===== src/rtl/toggle_counter_n_if.sv =====
// Control/status bundle for toggle_counter_n.
// The testbench or parent logic drives the master side.
interface toggle_counter_n_if #(
  parameter int WIDTH = 4
);
  logic             T;
  logic             up_dn;
  logic             load;
  logic [WIDTH-1:0] d;
  logic [WIDTH-1:0] Q;
  logic             tc;
  logic             ovf;

  modport master (
    output T, up_dn, load, d,
    input  Q, tc, ovf
  );

  modport slave (
    input  T, up_dn, load, d,
    output Q, tc, ovf
  );
endinterface


===== src/rtl/toggle_counter_n.sv =====
// N-bit counter built from per-bit toggle enables.
// Supports modulus, up/down, load with clamp, and wrap or saturate.
module toggle_counter_n #(
  parameter int     WIDTH    = 4,
  parameter longint MODULO   = 16,
  parameter bit     SATURATE = 1'b0
) (
  input  logic              Clk,
  input  logic              rst,
  toggle_counter_n_if.slave s
);

  localparam bit FULL =
    (64'(MODULO) == (64'd1 << WIDTH));
  localparam logic [WIDTH-1:0] MAXV =
    WIDTH'(MODULO - 1);

  logic [WIDTH-1:0] r_q;
  logic             r_ovf;

  logic [WIDTH-1:0] w_tnat;
  logic [WIDTH-1:0] w_tog;
  logic [WIDTH-1:0] w_tgt;
  logic [WIDTH-1:0] w_ld;
  logic             w_c;
  logic             w_max;
  logic             w_min;
  logic             w_bound;

  assign w_max   = (r_q == MAXV);
  assign w_min   = (r_q == '0);
  assign w_bound = s.up_dn ? w_max : w_min;
  assign w_tgt   = s.up_dn ? '0 : MAXV;

  // Ripple of "all lower bits 1 (up) / 0 (down)".
  always_comb begin
    w_tnat = '0;
    w_c    = s.T;
    for (int i = 0; i < WIDTH; i++) begin
      w_tnat[i] = w_c;
      w_c = w_c & (s.up_dn ? r_q[i] : ~r_q[i]);
    end
  end

  // At the range end, override the toggles unless
  // the binary rollover already lands on the target.
  always_comb begin
    w_tog = w_tnat;
    if (s.T && w_bound) begin
      if (SATURATE)
        w_tog = '0;
      else if (!FULL)
        w_tog = r_q ^ w_tgt;
    end
  end

  always_comb begin
    w_ld = s.d;
    if ({{(64-WIDTH){1'b0}}, s.d} >= 64'(MODULO))
      w_ld = MAXV;
  end

  always_ff @(posedge Clk or negedge rst) begin
    if (!rst) begin
      r_q   <= '0;
      r_ovf <= 1'b0;
    end else if (s.load) begin
      r_q   <= w_ld;
      r_ovf <= 1'b0;
    end else begin
      r_q   <= r_q ^ w_tog;
      r_ovf <= s.T & w_bound;
    end
  end

  assign s.Q   = r_q;
  assign s.ovf = r_ovf;
  assign s.tc  = w_bound;

endmodule


===== src/flat_wrapper.sv =====
// flat-port wrapper written by rule: the top's interface ports become plain ports
module toggle_counter_n_flat 
#(
  parameter int     WIDTH    = 4,
  parameter longint MODULO   = 16,
  parameter bit     SATURATE = 1'b0
)
  (Clk, rst, s_T, s_up_dn, s_load, s_d, s_Q, s_tc, s_ovf);
  toggle_counter_n_if #(.WIDTH(WIDTH)) s_i ();
  input  logic Clk;
  input  logic rst;
  input wire logic [$bits(s_i.T)-1:0] s_T;
  input wire logic [$bits(s_i.up_dn)-1:0] s_up_dn;
  input wire logic [$bits(s_i.load)-1:0] s_load;
  input wire logic [$bits(s_i.d)-1:0] s_d;
  output wire logic [$bits(s_i.Q)-1:0] s_Q;
  output wire logic [$bits(s_i.tc)-1:0] s_tc;
  output wire logic [$bits(s_i.ovf)-1:0] s_ovf;
  assign s_i.T = s_T;
  assign s_i.up_dn = s_up_dn;
  assign s_i.load = s_load;
  assign s_i.d = s_d;
  assign s_Q = s_i.Q;
  assign s_tc = s_i.tc;
  assign s_ovf = s_i.ovf;
  toggle_counter_n #(.WIDTH(WIDTH), .MODULO(MODULO), .SATURATE(SATURATE)) u_core (.Clk(Clk), .rst(rst), .s(s_i));
endmodule

===== config.mk =====
export PLATFORM = sky130hd
export DESIGN_NAME = toggle_counter_n_flat
export DESIGN_NICKNAME = d
export VERILOG_FILES = /design/src/rtl/toggle_counter_n_if.sv /design/src/rtl/toggle_counter_n.sv /design/src/flat_wrapper.sv
export SDC_FILE = /design/constraint.sdc
export NUM_CORES = 1
export LEC_CHECK = 0
export ABC_AREA = 1
export CORE_AREA = 2 2 39 41
export CTS_CLUSTER_DIAMETER = 100
export DETAILED_ROUTE_END_ITERATION = 8
export DIE_AREA = 0 0 41 43
export SYNTH_ARGS = -nofsm -noshare
export SYNTH_HDL_FRONTEND = slang
export SYNTH_SLANG_ARGS = --single-unit

===== constraint.sdc =====
create_clock -name Clk -period 2 [get_ports Clk]
set_input_delay 0.2 -clock Clk [delete_from_list [all_inputs] [get_ports Clk]]
set_output_delay 0.2 -clock Clk [all_outputs]
set_load 0.005 [all_outputs]

==> results of run 1 <==
[critical path: stages (launching register included)]
cell and delay, ns:
dfrtp_2 0.44, inv_1 0.08, nand3_1 0.09, o21ai_0 0.15, inv_1 0.07, a21oi_1 0.11, clkdlybuf4s50_1 0.51
[layer usage]
| layer | vias up | wire length, µm |
|---|---|---|
| met5 | - | 0 |
| met4 | 0 | 0 |
| met3 | 0 | 40 |
| met2 | 9 | 339 |
| met1 | 139 | 274 |
| li1 | 178 | - |
[sequential cells by signal (all words and copies together), names as in the netlist]
name,cells
u_core.s.ovf,1
u_core.s.Q,4
[timing repair]
item | 4_1_cts | 5_1_grt
hold buffers | 0 | 0
endpoints found under the setup margin | 0 | 1
gates resized for setup | 0 | 2
buffers inserted | 0 | 1
[placed cells by master (no fill, tap or decap)]
master / n
nor2_4: 1
xnor2_1: 2
dfrtp_2: 1
clkdlybuf4s50_1: 13
nand2_2: 2
nand4_1: 1
nand3_1: 7
buf_4: 2
clkbuf_4: 3
nor3_1: 1
dlymetal6s2s_1: 1
nor2_2: 1
nand2_1: 13
a21oi_1: 1
dfrtp_1: 4
o21ai_0: 3
inv_2: 1
inv_1: 5
clkbuf_1: 1
[metrics by stage]
step	util	setup slack (ns)	hold slack [ns]	cell area (µm²)	std cells
5_1_grt	0.3725	0.0005465	0.1967	515.5	79
2_1_floorplan	-	0.8918	-0.09559	310.3	43
3_3_place_gp	0.3454	0.09661	0.4352	478.0	74
4_1_cts	0.3644	0.07382	0.1733	504.2	78
6_report	0.3725	0.1168	0.1759	515.5	79
3_5_place_dp	0.3454	0.1097	0.4356	478.0	74
[cell families after synthesis]
| kind of cell | count (synthesis) |
|---|---|
| buffers and inverters | 6 |
| XOR/XNOR | 2 |
| AO/OA/AOI/OAI | 4 |
| flip-flops | 5 |
| AND/OR/NAND/NOR | 26 |
[final cells by class]
type	instances	area share
multi-input cells	32	0.3155
repair buffers	16	0.3058
flip-flops and latches	5	0.2451
clock buffers	4	0.05097
inverters	6	0.04369
well taps	16	0.03883
[power by group]
group          internal (mW)  switching (mW)
Combinational         0.0566          0.0398
Clock                 0.0753          0.0387
Sequential             0.112          0.0150
Total                  0.244          0.0935
[synthesized netlist by cell type (all sizes together)]
cell,count
inv,6
xnor2,2
nor3,1
a21oi,1
nor2,2
nand2,15
dfrtp,5
nand4,1
o21ai,3
nand3,7
[worst max-delay path by stage]
stage / slack, ns / depth (start not counted) / from / end
after global placement: 0.1 / 7 / s_up_dn / s_tc
after floorplan: 0.89 / 5 / u_core.s.Q[1] / s_tc
final: 0.12 / 6 / u_core.s.Q[1] / s_tc
after global routing: 0.0005 / 6 / u_core.s.Q[1] / s_tc
after detailed placement: 0.11 / 7 / s_up_dn / s_tc
after CTS: 0.07 / 6 / u_core.s.Q[1] / s_tc
==> out/summary.log, run 1 <==
qor: run_status.outcome finished, final reports clean
qor: synthesis.synth_top_family_by_area simple AND/OR/NAND/NOR gates
qor: synthesis.mappedNetlistNets 52
qor: synthesis.netlist_instances 43
qor: global_route.grt_pass1_vias 273
qor: placed_design.dpl.hpwl 525.1 µm
qor: synthesis.number_of_storage_elements_in_the_synthesis_netlist 5
qor: global_route.antenna_found_initial 0
qor: global_route.use_met3 0.02094
qor: global_route.grt_start_max_net_pins 8
qor: power_and_ir_drop.pwr_density_cell 655.2 nW/µm²
qor: synthesis.area_share_of_the_largest_cell_type_after_synthesis 0.4032
qor: clock_network.cts.sinks 5
qor: critical_path.worstPathArrival 1.68 ns
qor: global_route.globalRoute.busiestLayer met2
qor: final_layout.total_nets_final 73
qor: synthesis.synthDistinctLibCells 13
qor: global_route.grt_overflow_total 0
qor: placed_design.port_buffers 14
qor: critical_path.worst-r2r-setup-slack 0.91 ns
qor: clock_network.clock_tree_from_tritoncts yes
qor: critical_path.setup.worst_path.end_class primary output
qor: timing.slew-limit-headroom 0.8435
qor: synthesis.synthXorXnorAreaFrac 0.05645
qor: timing.fin_worst_skew 0.001472 ns
qor: drt.first_iter_violations 2
qor: timing.maxClockFrequency 531.0 MHz
qor: timing.finalMaxSlewViolations 0
qor: critical_path.setup.worst_path.class flop to primary output
qor: drt.number_of_nets_with_antenna_violations_after_routing 0
qor: critical_path.timing.reg2reg.worst_path_depth 6
qor: drt.vias_per_cell 4.127
qor: synthesis.post_synth_and_or_nand_nor_area_fraction 0.4032
qor: synthesis.ys_warnings 0
qor: final_layout.fillCellCount 154
qor: floorplan.chipWidth 41 µm
qor: drt.drt_wl_total 654 µm
qor: synthesis.post_synth.cell_area_avg 7.216 µm²
qor: timing.setup_tns 0 ns
qor: synthesis.synth_compound_gate_area_share 0.06452
qor: global_route.grt_pass1_wl 993 µm
qor: clock_network.clock_tree.root_cell clkbuf_4
qor: power_and_ir_drop.leakage 0.2439 nW
qor: critical_path.r2r_start u_core.s.Q[0]
qor: clock_network.numCtsBuffers 3
qor: timing.setup_violations 0
qor: synthesis.arithmetic_cell_share_of_the_synthesized_area_counting_full_adders_half_adders_and_majority_gates 0
qor: final_layout.drive_above_1_share 0.1746
qor: final_layout.insertedDiodeCount 0
qor: critical_path.setup.worst_path.start_class flop
qor: clock_network.clock_latency 0.24 ns
qor: power_and_ir_drop.p_total 337.7 µW
qor: placed_design.globalplace.congestion 0.7295
qor: drt.drt_pass1_iterations 3
qor: global_route.grtUsageMet2 0.1250
qor: final_layout.areaGrowthSynthToFinish 66.13%
qor: timing.finalCriticalPeriod 1.883 ns
qor: critical_path.crit_required 1.80 ns
qor: floorplan.top_level_ports 15
qor: synthesis.seq_area_frac_synth 0.4032
qor: timing.tightestPinTransition 0.2340 ns
qor: synthesis.synth_area 310.3 µm²
qor: clock_network.clkTransAtPathRegs 0.04 ns
qor: floorplan.fp.coreArea 1384 µm²
qor: global_route.track_usage 0.08687
qor: min_path.min_path_type input port to asynchronous set/reset pin
qor: synthesis.yosys.area.top_type dfrtp_1
qor: timing.rsz0062_at_grt false
qor: global_route.globalRouteMet1Util 0.08852
qor: power_and_ir_drop.power.ir.vdd_worst 0.0003001 V
qor: synthesis.synthTopCellsByArea dfrtp_1 40%, nand2_1 16%, nand3_1 11%
qor: drt.via_total_after_detailed_routing 326
qor: run.max_cap_viol_count 0
qor: clock_network.h_tree_levels 1
qor: critical_path.r2r-end u_core.s.Q[2]
qor: floorplan.initial_utilization 0.2242
qor: drt.post-route-drc-count 0
qor: critical_path.timing.critical_path.fanout_max 6
qor: final_layout.ff_latch_area 126.4 µm²
qor: synthesis.muxShareOfSynthArea 0
qor: final_layout.multi_input_area 162.7 µm²
qor: timing.timing_hold_violations_final 0
qor: floorplan.die_h 43 µm
qor: timing.final.period_utilization 0.9416
qor: floorplan.fp.dieArea 1763 µm²
qor: clock_network.maximum_clock_path_buffer_count 2
qor: drt.wl_per_cell 8.278 µm
qor: floorplan.placementRows 14
(Power assumes the default switching activity.)
==> run 2, diff against run 1 <==
Settings changed: RECOVER_POWER set to 50.
==> out/summary.log, run 2 (same netlist as run 1, synthesis figures left out) <==
qor: run_status.outcome finished, final reports clean
qor: global_route.globalRoute.busiestLayer met2
qor: critical_path.worst-path-buf-inv 3 [unchanged]
qor: timing.setup_tns 0 ns [unchanged]
qor: global_route.track_usage 0.08687 [unchanged]
qor: floorplan.initial_utilization 0.2242 [unchanged]
qor: global_route.grt_overflow_total 0 [unchanged]
qor: global_route.grt_pass1_vias 273 [unchanged]
qor: critical_path.timing.reg2reg.worst_path_depth 6 [unchanged]
qor: critical_path.setup.worst_path.start_class flop
qor: critical_path.setup.worst_path.class flop to primary output
qor: critical_path.r2r_start u_core.s.Q[0]
qor: timing.slew-limit-headroom 0.8017 [-0.04181]
qor: critical_path.timing.critical_path.fanout_max 6 [unchanged]
qor: global_route.grtUsageMet2 0.1250 [unchanged]
qor: clock_network.cts.sinks 5 [unchanged]
qor: power_and_ir_drop.pwr_density_cell 658.5 nW/µm² [+0.51%]
qor: clock_network.clock_tree_from_tritoncts yes
qor: clock_network.h_tree_levels 1 [unchanged]
qor: final_layout.areaGrowthSynthToFinish 63.71%
qor: critical_path.worstPathArrival 1.68 ns [about the same]
qor: clock_network.numCtsBuffers 3 [unchanged]
qor: timing.final.setup.worst_slack 0.1167 ns [-0.00005100 ns]
qor: clock_network.clock_tree.root_cell clkbuf_4
qor: drt.number_of_nets_with_antenna_violations_after_routing 0 [unchanged]
qor: drt.drt_pass1_iterations 3 [unchanged]
qor: critical_path.crit_path_cell_trace inv_1, nand3_1, o21ai_0, inv_1, a21oi_1, clkdlybuf4s50_1
qor: floorplan.placementRows 14 [unchanged]
qor: critical_path.startpoint u_core.s.Q[1]
qor: global_route.antenna_found_initial 0 [unchanged]
qor: floorplan.top_level_ports 15 [unchanged]
qor: drt.via_total_after_detailed_routing 325 [-0.31%]
qor: placed_design.globalplace.congestion 0.7295 [unchanged]
qor: final_layout.insertedDiodeCount 0 [unchanged]
qor: critical_path.setup.worst_path.end_class primary output
qor: timing.setup_violations 0 [unchanged]
qor: final_layout.layout.cells.most_common_list 13 x nand2_1, 12 x clkdlybuf4s50_1, 7 x nand3_1
qor: drt.drt_wl_total 651 µm [-0.46%]
qor: power_and_ir_drop.p_total 334.5 µW [-0.96%]
qor: global_route.grt_start_max_net_pins 8 [unchanged]
qor: timing.finalCriticalPeriod 1.883 ns [+0.00005100 ns]
qor: clock_network.clock_latency 0.24 ns [about the same]
qor: critical_path.critPathSlowestCell clkdlybuf4s50_1
qor: power_and_ir_drop.leakage 0.2434 nW [-0.23%]
qor: critical_path.crit_required 1.80 ns [about the same]
qor: timing.fin_worst_skew 0.001472 ns [unchanged]
qor: placed_design.dpl.hpwl 525.1 µm [unchanged]
qor: critical_path.crit_family buffers and inverters
qor: power_and_ir_drop.power.ir.vdd_worst 0.0002953 V [-1.6%]
qor: timing.final.period_utilization 0.9416 [about the same]
qor: global_route.use_met3 0.02094 [unchanged]
qor: critical_path.worst_setup_path_endpoint s_tc
qor: timing.maxClockFrequency 531.0 MHz [about the same]
qor: global_route.globalRouteMet1Util 0.08852 [unchanged]
qor: run.max_cap_viol_count 0 [unchanged]
qor: drt.first_iter_violations 1 [-1]
qor: timing.rsz0062_at_grt false
qor: clock_network.cts_hold_buf 0 [unchanged]
qor: final_layout.layout_commonest_cell nand2_1
qor: clock_network.maximum_clock_path_buffer_count 2 [unchanged]
qor: timing.tightestPinTransition 0.2964 ns [+0.06236 ns]
qor: drt.post-route-drc-count 0 [unchanged]
qor: timing.final.hold.worst_slack 0.2462 ns [+0.07031 ns]
qor: floorplan.die_h 43 µm [unchanged]
qor: critical_path.slowest_delay 0.51 ns [about the same]
qor: clock_network.clkTransAtPathRegs 0.04 ns [about the same]
qor: final_layout.total_nets_final 73 [unchanged]
qor: final_layout.drive_above_1_share 0.1587 [-0.01587]
qor: timing.timing_hold_violations_final 0 [unchanged]
qor: timing.finalMaxSlewViolations 0 [unchanged]
qor: final_layout.largest_register_ffs 4 [unchanged]
qor: critical_path.worst-r2r-setup-slack 0.77 ns [-0.14 ns]
qor: floorplan.fp.coreArea 1384 µm² [unchanged]
qor: min_path.min_path_type input port to asynchronous set/reset pin
qor: drt.wl_per_cell 8.241 µm [-0.46%]
qor: floorplan.chipWidth 41 µm [unchanged]
qor: critical_path.number_of_gates_on_the_worst_path_with_buffers_counted 6 [unchanged]
qor: floorplan.fp.dieArea 1763 µm² [unchanged]
qor: placed_design.port_buffers 14 [unchanged]
qor: placed_design.dpl_worst_slack 0.1097 ns [unchanged]
qor: critical_path.r2r-end u_core.s.Q[2]
qor: drt.vias_per_cell 4.114 [-0.31%]
qor: global_route.grt_pass1_wl 993 µm [unchanged]
qor: critical_path.path_common_cell inv_1
==> run 2: cell count changes in the layout (fill, tap and decap cells not counted) <==
cell,previous run,this run
clkdlybuf4s50_1,13,12
dlygate4sd3_1,0,1
nor2_1,0,1
nor2_4,1,0
==> run 2: worst reg2reg max path, cell delays in order, from the launching register on <==
cell and delay, ns:
dfrtp_1 0.45, nand2_2 0.10, nand2_2 0.06, nor2_1 0.25
nand3_1 0.11, nand3_1 0.10, nand2_1 0.05
==> run 2: what timing repair did <==
| action | in CTS | in global routing |
|---|---|---|
| resized for setup | 0 | 2 |
| setup buffers | 0 | 1 |
| endpoints found under the setup margin | 0 | 1 |
==> run 2: metrics by stage <==
step | area, µm² | instances | util
finish | 508.0 | 79 | 0.3671
global route | 508.0 | 79 | 0.3671
CTS | 504.2 | 78 | 0.3644
detailed placement | 478.0 | 74 | 0.3454
global placement | 478.0 | 74 | 0.3454
floorplan | 310.3 | 43 | -
==> run 2: layer usage <==
metal,wire length (µm),up-vias
li1,-,177
met1,275,139
met2,335,9
met3,40,0
met4,0,0
met5,0,-
==> run 2: worst min-delay path by stage <==
stage          from             to  slack, ns
2_1_floorplan   rst  u_core.s.Q[0]       -0.1
4_1_cts         rst  u_core.s.Q[3]       0.17
5_1_grt         rst  u_core.s.Q[3]       0.27
3_3_place_gp    rst  u_core.s.Q[3]       0.44
3_5_place_dp    rst  u_core.s.Q[3]       0.44
6_report        rst  u_core.s.Q[3]       0.25
==> run 2: where the power goes <==
| part | switching, mW | internal, mW | total, mW |
|---|---|---|---|
| logic | 0.0380 | 0.0552 | 0.0932 |
| clock network | 0.0387 | 0.0753 | 0.114 |
| registers | 0.0151 | 0.112 | 0.127 |
| total | 0.0917 | 0.243 | 0.335 |
==> run 2: final cells by class <==
class                      instances  area (µm²)
fill                             155       875.8
timing repair buffer              16       157.7
multi-input combinational         32       155.1
sequential                         5       126.4
clock buffer                       4       26.28
inverter                           6       22.52
tap                               16       20.02
==> patch 1: new RTL, config.mk and constraints of run 2 <==
`WIDTH` is set to 4 in 3 places; all go to 6.
--- a/src/rtl/toggle_counter_n_if.sv
+++ b/src/rtl/toggle_counter_n_if.sv
@@ -3,3 +3,3 @@
 interface toggle_counter_n_if #(
-  parameter int WIDTH = 4
+  parameter int WIDTH = 6
 );
--- a/src/rtl/toggle_counter_n.sv
+++ b/src/rtl/toggle_counter_n.sv
@@ -3,3 +3,3 @@
 module toggle_counter_n #(
-  parameter int     WIDTH    = 4,
+  parameter int     WIDTH    = 6,
   parameter longint MODULO   = 16,
--- a/src/flat_wrapper.sv
+++ b/src/flat_wrapper.sv
@@ -3,3 +3,3 @@
 #(
-  parameter int     WIDTH    = 4,
+  parameter int     WIDTH    = 6,
   parameter longint MODULO   = 16,
Ports: changed (resized s_Q and s_d); port bits go from 15 to 19. No check against the original RTL was run, so the function may have changed too.
==> patch 1 against run 2 <==
  * Synthesized area rose by 61%
  * Routed wire length rose by 54%
  * Sequential cell count rose by 2
  * Design area rose by 41%
  * Non-clock buffer count rose by 3
  * Register-to-register slack got worse by 0.22 ns
  * Highest routed layer is now met4
  * Worst setup slack improved by 0.037 ns
  * Power rose by 24%
  * Critical path depth did not move
  * Hold slack improved by 0.033 ns
  * Clock power rose by 9%
==> patch 1: results (changes against run 2) <==
[status]
status = finished, final reports clean  ; unchanged

[finish]
bufAreaShareNonClock = 0.262  ; was 0.310
layout.nets = 106  ; was 73
num-fill-cells = 143  ; was 155
multi_input_cells = 53  ; was 32
signal_buffers = 19  ; was 16
ff_latch_area_um2 = 175  ; was 126 µm²
n_all_inverters = 11  ; was 6
layout-drive-gt1-share = 0.138  ; was 0.159
seq_cells = 7  ; was 5
multi_input_area_share = 0.371  ; was 0.305
largest_reg_flops = 6  ; was 4

[routing]
vias = 492  ; was 325
drt_iter0_markers = 6  ; was 1
drt-pass1-iter-count = 4  ; was 3
wl_per_cell_um = 9.12  ; was 8.24 µm

[clock_network]
htree_levels = 1  ; unchanged
cts_tree = built  ; unchanged
clockBufferDepth = 2  ; unchanged

[placement]
gp_congestion = 0.730  ; about the same
place_hpwl_um = 866  ; was 525 µm
dpl_cell_area_um2 = 697  ; was 478 µm²
port_buffers = 18  ; was 14

[pwr]
powerDensity_nw_per_um2 = 580  ; was 659 nW/µm²
ir_drop_mv = 0.314  ; was 0.295 mV
power.leakage_nw = 0.355  ; was 0.243 nW

[logic_synthesis]
synthTopCellsByArea = dfrtp_1, nand2_1, xor2_1  ; was dfrtp_1, nand2_1, nand3_1
synth_compound_area_frac = 0.0875  ; was 0.0645
syn_nets = 83  ; was 52
ys_top_cells_by_count = nand2_1, inv_1, nor2_1, dfrtp_1  ; was nand2_1, nand3_1, dfrtp_1, inv_1, o21ai_0
synthDistinctLibCells = 18  ; was 13
synth_xor_area_frac = 0.0700  ; was 0.0565

[grt]
grt_first_pass_wirelength_mm = 1.66  ; was 993 µm
grt_usage = 0.140  ; was 0.0869
use_met2 = 0.206  ; was 0.125
grt_pass1_vias = 438  ; was 273
gr-usage-met1 = 0.181  ; was 0.0885
met3_usage = 0.0314  ; was 0.0209

[worst_setup_path]
crit_arrival_ns = 1.65  ; was 1.68 ns
path_max_fanout = 5  ; was 6

[sta]
fin_skew_ns = 0.000779  ; was 0.00147 ns
slew_headroom = 0.782  ; was 0.802

[patch 1: cell count changes after synthesis, moves of 2 or more]
cell	before	now
nor2_1	0	8
xnor2_1	2	0
dfrtp_1	5	7
xor2_1	0	4
inv_1	5	9
a21oi_1	1	3
nand3_1	7	3
nand2_1	13	21
[patch 1: worst max-delay path, stage by stage]
cell,delay (ns)
clkdlybuf4s50_1,0.55
nand2_1,0.11
o21ai_2,0.15
nand3_1,0.08
inv_1,0.06
clkdlybuf4s50_1,0.49
[patch 1: metal layers]
layer / vias to the layer above / wire [µm]
met5: - / 0
met4: 0 / 7
met3: 2 / 53
met2: 14 / 478
met1: 211 / 464
li1: 265 / -
[patch 1: power by group]
group	internal [mW]	switching, mW
Combinational	0.0658	0.0583
Clock	0.0759	0.0483
Sequential	0.153	0.0137
[patch 1: final timing paths]
check	from	end	slack [ns]	cells after the start
worst max-delay path	s_up_dn	s_tc	0.15	6
worst min-delay path	rst	u_core.s.Q[3]$_DFF_PN0_	0.28	1
worst max register to register	u_core.s.Q[0]$_DFF_PN0_	u_core.s.Q[5]$_DFF_PN0_	0.55	9
worst min register to register	u_core.s.Q[5]$_DFF_PN0_	u_core.s.Q[5]$_DFF_PN0_	0.58	2
max in group asynchronous	rst	u_core.s.Q[4]$_DFF_PN0_	1.49	1
min in group Clk	s_d[2]	u_core.s.Q[2]$_DFF_PN0_	0.56	3
[patch 1: cell families after synthesis]
kind of cell    after synthesis
simple gates                 41
buf+inv                      12
compound gates                8
flops                         7
xor+xnor                      4
[patch 1: metrics by stage]
step,instances,worst slack [ns]
after floorplan,72,0.831
after global placement,106,0.156
after detailed placement,106,0.149
after CTS,110,0.139
after global routing,110,0.0527
final,110,0.154
==> patch 2: new RTL, flow settings as in run 2 <==
Without the edit above. Reset style: synchronous (`rst`), changed in one clocked block.
--- a/src/rtl/toggle_counter_n.sv
+++ b/src/rtl/toggle_counter_n.sv
@@ -62,3 +62,3 @@
 
-  always_ff @(posedge Clk or negedge rst) begin
+  always_ff @(posedge Clk) begin
     if (!rst) begin
Function: differs if rst is asserted again (counterexample within 4 cycles, from zero or initial values and one cycle with rst low); with rst held inactive, the same outputs for 10 cycles.
==> patch 2 against run 2 <==
  * Worst setup slack improved by 0.046 ns
  * Power decreased by 5.8%
  * Sequential cell count unchanged
  * First-iteration DRC count increased to 13 times the old value
  * Clock skew about the same
  * Design area unchanged
  * Maximum frequency increased by 2.5%
  * Synthesized cell count increased by 28%
  * Routed wire length increased by 12%
  * Clock power increased by 4%
  * Synthesized area increased by 6.0%
  * Final cell count increased by 13%
  * Critical path depth decreased by 1
  * Critical path type is now in -> out
  * Critical endpoint unchanged
  * Highest routed layer is now met4
==> patch 2: results (changes against run 2) <==
[status]
status = finished, final reports clean  ; unchanged

[routing]
wl_um = 728  ; was 651 µm
vias = 364  ; was 325
wl_per_cell_um = 8.18  ; was 8.24 µm
drt_iter0_markers = 13  ; was 1
drt-pass1-iter-count = 4  ; was 3

[placement]
place_inst = 85  ; was 74
gp_congestion = 0.731  ; was 0.730
place_hpwl_um = 550  ; was 525 µm

[worst_hold_path]
min_path_type = in -> reg  ; was in -> async

[sta]
worst_pin_slew_ns = 0.244  ; was 0.296 ns
fin_skew_ns = 0.00140  ; was 0.00147 ns
fin_hold_ws_ns = 0.547  ; was 0.246 ns

[logic_synthesis]
dominantRegCellSynth = dfxtp_1  ; was dfrtp_1
synth_seq_area_share = 0.304  ; was 0.403
synthTopCellsByArea = dfxtp_1, nand2_1, inv_1  ; was dfrtp_1, nand2_1, nand3_1
ys_async_sr_fraction = 0  ; was 1.00
syn_nets = 64  ; was 52
ys_top_cells_by_count = nand2_1, inv_1, nor2_1, nand3_1, dfxtp_1  ; was nand2_1, nand3_1, dfrtp_1, inv_1, o21ai_0
ys_ff_latch = 5  ; unchanged
avgSynthCellArea_um2 = 5.98  ; was 7.22 µm²

[worst_setup_path]
slowest_stage = clkdlybuf4s50_1  ; unchanged
rr_worst_depth = 9  ; was 6
r2r-start = u_core.s.Q[0]$_SDFF_PN0_  ; was u_core.s.Q[0]$_DFF_PN0_
path_max_fanout = 5  ; was 6
slowest_delay_ns = 0.56  ; was 0.51 ns
r2r_end = u_core.s.Q[3]$_SDFF_PN0_  ; was u_core.s.Q[2]$_DFF_PN0_

[finish]
ff_latch_area_um2 = 100  ; was 126 µm²
multi_input_cells = 38  ; was 32
signal_buffers = 14  ; was 16
n_all_inverters = 12  ; was 6
multi_input_area_um2 = 176  ; was 155 µm²
num-fill-cells = 157  ; was 155
layout.nets = 83  ; was 73
bufAreaShareNonClock = 0.276  ; was 0.310

[pwr]
power.leakage_nw = 0.252  ; was 0.243 nW
ir_drop_mv = 0.224  ; was 0.295 mV
intPower_uw = 229  ; was 243 µW

[grt]
grt_pass1_vias = 313  ; was 273
grt_usage = 0.102  ; was 0.0869
grt_first_pass_wirelength_mm = 1.18  ; was 993 µm
grt_max_degree = 9  ; was 8

[patch 2: cell types whose count changed in the layout (fill, tap and decap cells not counted), sizes merged, moves of 2 or more]
cell	change
xor2	+2
nor2	+9
o21ai	-2
dfxtp	+5
inv	+5
dfrtp	-5
buf	-2
[patch 2: through the flow]
stage	cell area [µm²]	setup slack (ns)
after floorplan	329	0.967
after global routing	508	0.0825
after detailed placement	489	0.152
after CTS	515	0.138
after global placement	489	0.159
final	508	0.163
[patch 2: cells by family (layout without fill, tap and decap cells)]
logic type | count (synthesis) | count (layout) | share of synthesized area
and+or+nand+nor | 33 | 33 | 0.441
DFF | 5 | 5 | 0.304
xor gates and xnor gates | 3 | 3 | 0.0799
AOI/OAI and AO/OA | 2 | 2 | 0.0380
buffers and inverters | 12 | 30 | 0.137
[patch 2: routing by layer]
metal / global-route usage / wire length (µm) / up-vias
met1: 0.141 / 342 / 148
li1: - / - / 200
met5: 0 / 0 / -
met3: 0.0209 / 43 / 2
met4: 0.100 / 13 / 0
met2: 0.122 / 330 / 14
[patch 2: how the worst max path moves through the flow]
stage	from	endpoint	slack (ns)	depth (start not counted)
after floorplan	u_core.s.Q[0]$_SDFF_PN0_	u_core.s.Q[2]$_SDFF_PN0_	0.97	9
after global placement	s_up_dn	s_tc	0.16	5
after detailed placement	s_up_dn	s_tc	0.15	5
after CTS	s_up_dn	s_tc	0.14	5
after global routing	s_up_dn	s_tc	0.08	6
final	s_up_dn	s_tc	0.16	5
[patch 2: power by group through the flow]
stage / Sequential [mW] / Clock (mW) / Combinational, mW
after CTS: 0.116 / 0.124 / 0.0849
after global placement: 0.118 / 0 / 0.0843
final: 0.116 / 0.118 / 0.0815
after global routing: 0.117 / 0.128 / 0.0917
after detailed placement: 0.118 / 0 / 0.0845
after floorplan: 0.117 / 0 / 0.0427
